File: src/rtl/enigma_pkg.sv
// enigma_pkg: shared block geometry, types and flat byte-index mapping for the cipher datapath
package enigma_pkg;
    localparam int ROWS      = 4;
    localparam int COLS      = 4;
    localparam int BLK_BYTES = 16;
    typedef logic [7:0] byte_t;
    typedef byte_t [15:0] block_t;
    typedef enum logic {FILL, FULL} loader_st_t;
    function automatic logic [3:0] idx(input int row, input int col);
        return 4'(COLS * row + col);
    endfunction
endpackage

File: src/rtl/state_loader.sv
// state_loader: assembles sixteen serial bytes plus a direction flag into one parallel state block
module state_loader
    import enigma_pkg::*;
#(
    parameter int DATA_W = 8
) (
    input  logic                     clk,
    input  logic                     rst_n,
    input  logic                     in_valid,
    output logic                     in_ready,
    input  logic [DATA_W-1:0]        in_data,
    input  logic                     in_last,
    input  logic                     in_dir,
    output logic                     out_valid,
    input  logic                     out_ready,
    output logic [BLK_BYTES*DATA_W-1:0] out_state,
    output logic                     out_dir,
    output logic                     err
);
    loader_st_t st, st_nx;
    logic [3:0] cnt, cnt_nx;
    logic rdy_nx, ov_nx, err_nx;
    logic acc_in, acc_out;
    block_t blk;
    assign acc_in    = in_valid && in_ready;
    assign acc_out   = out_valid && out_ready;
    assign out_state = blk;
    // FSM, byte counter and registered handshake/error outputs
    always_ff @(posedge clk or negedge rst_n) begin
        if (!rst_n) begin
            st        <= FILL;
            cnt       <= '0;
            in_ready  <= 1'b0;
            out_valid <= 1'b0;
            err       <= 1'b0;
        end else begin
            st        <= st_nx;
            cnt       <= cnt_nx;
            in_ready  <= rdy_nx;
            out_valid <= ov_nx;
            err       <= err_nx;
        end
    end
    // Next state: take bytes in FILL, drop malformed blocks, hold a good block in FULL until taken
    always_comb begin
        st_nx  = st;
        cnt_nx = cnt;
        rdy_nx = in_ready;
        ov_nx  = out_valid;
        err_nx = 1'b0;
        case (st)
            FILL: begin
                rdy_nx = 1'b1;
                if (acc_in) begin
                    if (in_last && cnt == 4'd15) begin
                        st_nx  = FULL;
                        ov_nx  = 1'b1;
                        rdy_nx = 1'b0;
                        cnt_nx = '0;
                    end else if (in_last || cnt == 4'd15) begin
                        err_nx = 1'b1;
                        cnt_nx = '0;
                    end else begin
                        cnt_nx = cnt + 4'd1;
                    end
                end
            end
            FULL: begin
                if (acc_out) begin
                    st_nx  = FILL;
                    ov_nx  = 1'b0;
                    rdy_nx = 1'b1;
                    cnt_nx = '0;
                end
            end
            default: st_nx = FILL;
        endcase
    end
    // Byte register file and direction capture; writes only on input accepts, so FULL holds them
    always_ff @(posedge clk or negedge rst_n) begin
        if (!rst_n) begin
            blk     <= '0;
            out_dir <= 1'b0;
        end else if (acc_in) begin
            blk[cnt] <= in_data;
            if (cnt == 4'd0) out_dir <= in_dir;
        end
    end
endmodule

File: config.mk
export PLATFORM = sky130hd
export DESIGN_NAME = state_loader
export DESIGN_NICKNAME = d
export VERILOG_FILES = /design/src/rtl/enigma_pkg.sv /design/src/rtl/state_loader.sv
export SDC_FILE = /design/constraint.sdc
export NUM_CORES = 1
export LEC_CHECK = 0
export CORE_MARGIN = 2
export CORE_UTILIZATION = 52
export DETAILED_ROUTE_END_ITERATION = 8
export PLACE_DENSITY = 0.91
export SLEW_MARGIN = 20
export SYNTH_ARGS = -nofsm -noshare
export SYNTH_HDL_FRONTEND = slang
export SYNTH_SLANG_ARGS = --single-unit
File: constraint.sdc
create_clock -name clk -period 3 [get_ports clk]
set_clock_uncertainty 0.2 [all_clocks]
set_input_delay 0.6 -clock clk [delete_from_list [all_inputs] [get_ports clk]]
set_output_delay 0.6 -clock clk [all_outputs]
set_load 0.03 [all_outputs]
## After elaboration in Yosys (flattened, before gate mapping)

Index checks and enable logic that the tools add are counted.

| word-level totals | value |
|---|---|
| register bits | 137 |
| bits of input ports | 14 |
| output and inout bits | 132 |

| operators by class | value |
|---|---|
| add/subtract/negate cells | 1 |
| order comparisons | 2 |
| eq/ne operators | 4 |
| mux-type cells | 24 |
| bitwise gates (word level) | 1 |
| reductions and logical operators | 9 |

Operators by type and width:

| kind | number |
|---|---|
| 128-bit bitwise mux | 1 |
| 8-bit demux with 4-bit select | 1 |
| 4-bit 2-to-1 mux | 4 |
| 1-bit 2-to-1 mux | 13 |
| 8-bit 2-to-1 mux | 1 |
| 4-bit one-hot mux with 2 select lines | 1 |
| 1-bit one-hot mux with 2 select lines | 3 |
| 4-bit by 5-bit less-than comparator with 1-bit output, second input constant | 1 |
| 4-bit by 1-bit adder with 4-bit output, second input constant | 1 |
| 4-bit equality test, second input constant | 1 |
| 4-bit by 1-bit greater-or-equal comparator with 1-bit output, second input constant | 1 |
| 1-bit logical AND | 4 |
| 4-bit logical NOT | 1 |
| 2-bit inequality test, second input constant | 2 |
| 2-bit AND reduction | 2 |
| 3-bit AND reduction | 1 |
| 2-bit by 1-bit inequality test with 1-bit output, second input constant | 1 |
| 1-bit logical OR | 1 |
| 1-bit inverter | 1 |

## Logic depth before layout (Yosys ltp)

| logic depth | value |
|---|---|
| depth after elaboration | 6 |
| gate-level depth with buffers | 7 |
| gate-level depth less buffers | 7 |

## Least setup slack after synthesis

Ideal clock, no wire load.

| timing path | value |
|---|---|
| path type | reg2reg |
| start | register in_ready |
| end | register out_dir |
| setup time | 125 ps |
| data arrival time | 1630 ps |
| data required time | 2675 ps |
| setup slack | 1045 ps |
| cell stages (with the launch flop) | 5 |
| period minus slack after synthesis | 1955 ps |
| cell sequence | dfrtp_1 clkbuf_2 nand2_2 nor3_4 mux2_2 |

| on the way | value |
|---|---|
| word-level cells in the longest chain between the ends | 2 |

Ends and longest elaborated chain:

| element | line | RTL |
|---|---|---|
| start, declared | state_loader.sv:10 | `output logic in_ready,` |
| start signal, assigned | state_loader.sv:39 | `in_ready <= rdy_nx;` |
| 1-bit logical AND | state_loader.sv:25 | `assign acc_in = in_valid && in_ready;` |
| 2-bit AND reduction (no source line) | n/a |  |
| end signal, assigned | state_loader.sv:86 | `if (cnt == 4'd0) out_dir <= in_dir;` |
| end, declared | state_loader.sv:17 | `output logic out_dir,` |

No other way between the ends.
A chain may end at the register's enable or synchronous reset.

## Final worst setup path

| timing path | value |
|---|---|
| start | register in_ready |
| end | output in_ready |

No word-level cell between the ends.

==> impl_metrics.py <==
metrics = {
    "place": {
        "io_buffers": 145,
        "place_ws_ns": 0.318,
        "place_area_sq_um": 7010,
        "place.gp.congestion": 0.774,
        "placed_cells": 614,
        "dp_hpwl_mm": 9.00,
    },
    "detailed_routing": {
        "drcViolationCount": 0,
        "antenna_left": 0,
        "drt_iter0_drc": 122,
        "finalWirelength_mm": 13.7,
        "vias": 3523,
        "post_drt_wl_per_cell_um": 21.2,
        "dr.pass1.iters": 4,
        "avgViaCountPerCell": 5.45,
    },
    "synthesis": {
        "netlist.area_leader.share_pct": 63.4,
        "syn_inst": 343,
        "ys_seq_elements": 137,
        "yosys-top-cells-count": "137 x dfrtp_1, 129 x mux2_2, 10 x clkbuf_1, 10 x nor2_2, 6 x ha_1",
        "synth_compound_area_share_pct": 1.50,
        "synth-simple-area-share_pct": 5.41,
        "synthesis.nets": 363,
        "yosysWarnings": 0,
        "synthesis.area_sq_um": 5410,
        "synth_fa_ha_area_share_pct": 1.39,
        "yosys.area.top_type": "dfrtp_1",
        "synth-edff-count": 0,
        "ys_top_cells_by_area": "dfrtp_1 63%, mux2_2 27%, ha_1 1.4%",
        "yosysSeqAreaShare_pct": 63.4,
        "synth-xor-area-share_pct": 0,
        "synth.most_common_cell": "dfrtp_1",
        "ys_types": 31,
        "synth_top_family_by_area": "multiplexers",
        "ys_async_sr_fraction_pct": 100,
        "synth.area.mux_share_pct": 26.9,
        "syn_avg_cell_area_sq_um": 15.8,
        "synth_flop_cell": "dfrtp_1",
    },
    "global_routing": {
        "grt_start_max_net_pins": 62,
        "track_usage_pct": 25.4,
        "grt_pass1_vias": 3843,
        "grt_pass1_wl_mm": 21.4,
        "antenna_found_initial": 0,
        "grt_overflow": 0,
    },
    "die": {
        "num_rows": 37,
        "io_pins": 146,
        "die_h_um": 106,
        "core_sq_um": 10200,
        "start_util_pct": 52.9,
        "die_w_um": 106,
        "dieArea_sq_um": 11200,
    },
    "hold_path": {
        "min_to": "out_state[10]",
        "min_path_cells": 1,
        "min_from": "out_state[10]",
        "min-delay-path-class": "reg2reg",
    },
    "clocking": {
        "clockRootBuffer": "clkbuf_8",
        "h-tree-depth": 4,
        "numCtsBuffers": 17,
        "cts_tree": "built",
        "clk_path_buf_depth": 2,
        "cts_setup_buffers": 0,
        "clkTransAtPathRegs_ns": 0.06,
        "cts_hold_buf": 1,
        "clock_latency_ns": 0.50,
        "clkSinkCount": 137,
        "cts_resized": 0,
    },
    "pwr": {
        "cellPowerDensity_nw_per_um2": 849,
        "power.leakage_nw": 3.45,
        "vdd_drop_max_v": 0.000619,
    },
    "worst_setup_path": {
        "cp_max_fo": 8,
        "worstPathCellList": "clkdlybuf4s50_1",
        "cp_top_family": "buffers and inverters",
        "cp.arrival_ns": 1.78,
        "reg2reg_slack_ns": 0.65,
        "r2r-end": "out_state[34]",
        "slowest_delay_ns": 0.75,
        "cpMaxStageDelayCell": "clkdlybuf4s50_1",
        "crit_buf_inv": 1,
        "cp-end-kind": "output pin",
        "rr_worst_depth": 3,
        "cp.required_ns": 2.20,
        "start_kind": "flop",
        "crit_type": "reg2out",
        "r2r-start": "cnt[2]",
    },
    "timing": {
        "hold_ws_ns": 0.305,
        "tns_ns": 0,
        "slew_viol_final": 0,
        "slew_headroom_pct": 45.3,
        "rsz0062_at_grt": "no",
        "fmax_mhz": 388,
        "worst_pin_slew_ns": 0.818,
        "setup_ws_ns": 0.420,
        "fin_crit_sh_pct": 86.0,
        "min_period_ns": 2.58,
        "setup_viol_count_final": 0,
        "hold_violations": 0,
    },
    "finish": {
        "antenna_cells": 0,
        "drive_gt1_share_pct": 35.6,
        "final_area_sq_um": 7600,
        "post_layout_nonfiller_instances": 647,
        "layout.nets": 518,
        "multi_input_area_sq_um": 1900,
        "seqCellArea_sq_um": 3430,
        "fillers": 602,
        "syn2layout_area_growth_pct": 40.5,
    },
    "status": {
        "status": "finished, final reports clean",
    },
    "run": {
        "drv_cap": 0,
    },
}
[how the worst max path moves through the flow]
stage	from	endpoint	slack [ns]	cells past startpoint
after floorplan	in_ready	out_dir	1.04	4
after global placement	in_valid	out_state[86]	0.37	4
after detailed placement	in_valid	out_state[32]	0.32	4
after CTS	in_ready	in_ready	0.41	1
after global routing	in_ready	in_ready	0.35	1
final	in_ready	in_ready	0.42	1
[power breakdown]
part	internal (mW)	switching (mW)	total, mW	leakage, nW
clock	1.21	0.797	2.01	0.275
combinational	0.895	1.12	2.01	1.37
sequential	2.21	0.221	2.43	1.81
total	4.32	2.14	6.45	3.45
[per-stage QoR]
stage | total power [mW] | utilization [%]
after floorplan | 3.52 | -
after global placement | 4.40 | 68.6
after detailed placement | 4.47 | 68.6
after CTS | 6.48 | 74.3
after global routing | 6.67 | 74.3
final | 6.45 | 74.3
[routing by layer]
| layer | share of wire (%) | up-vias | GRT usage [%] |
|---|---|---|---|
| met5 | 0 | - | 0 |
| met4 | 1.7 | 0 | 7.61 |
| li1 | - | 1519 | - |
| met2 | 51 | 124 | 43.4 |
| met3 | 6.1 | 19 | 6.81 |
| met1 | 41 | 1861 | 31.8 |
[registers in the layout (all words and copies together), names as in the netlist]
name and count:
out_valid 1, st 1, out_dir 1, in_ready 1, cnt 4, err 1, out_state 128
[cells by family after synthesis]
logic type	Yosys count
buffers and inverters	19
multiplexers	129
adder cells (fa/ha/maj)	6
flip-flops	137
AO/OA/AOI/OAI	11
AND/OR/NAND/NOR	41
[layout make-up]
| class | instances | area share [%] |
|---|---|---|
| Clock buffer | 19 | 5.68 |
| Clock inverter | 13 | 1.91 |
| Inverter | 5 | 0.247 |
| Multi-Input combinational cell | 187 | 25.0 |
| Sequential cell | 137 | 45.1 |
| Tap cell | 136 | 2.24 |
| Timing Repair Buffer | 150 | 19.8 |
[placed cells by master (no fill, tap or decap), types with 3 or more instances in the layout]
| master | netlist | layout |
|---|---|---|
| nor2_2 | 10 | 10 |
| clkinv_4 | 0 | 4 |
| dfrtp_1 | 137 | 137 |
| buf_4 | 1 | 3 |
| and3_1 | 3 | 3 |
| mux2_2 | 129 | 129 |
| ha_1 | 6 | 6 |
| clkbuf_16 | 0 | 16 |
| inv_1 | 5 | 5 |
| clkinvlp_4 | 0 | 3 |
| clkdlybuf4s50_1 | 0 | 144 |
| nor3_4 | 4 | 4 |
| nand2b_1 | 5 | 5 |
| nand2_1 | 4 | 4 |
Note: power is estimated with default switching activity, not from simulation.
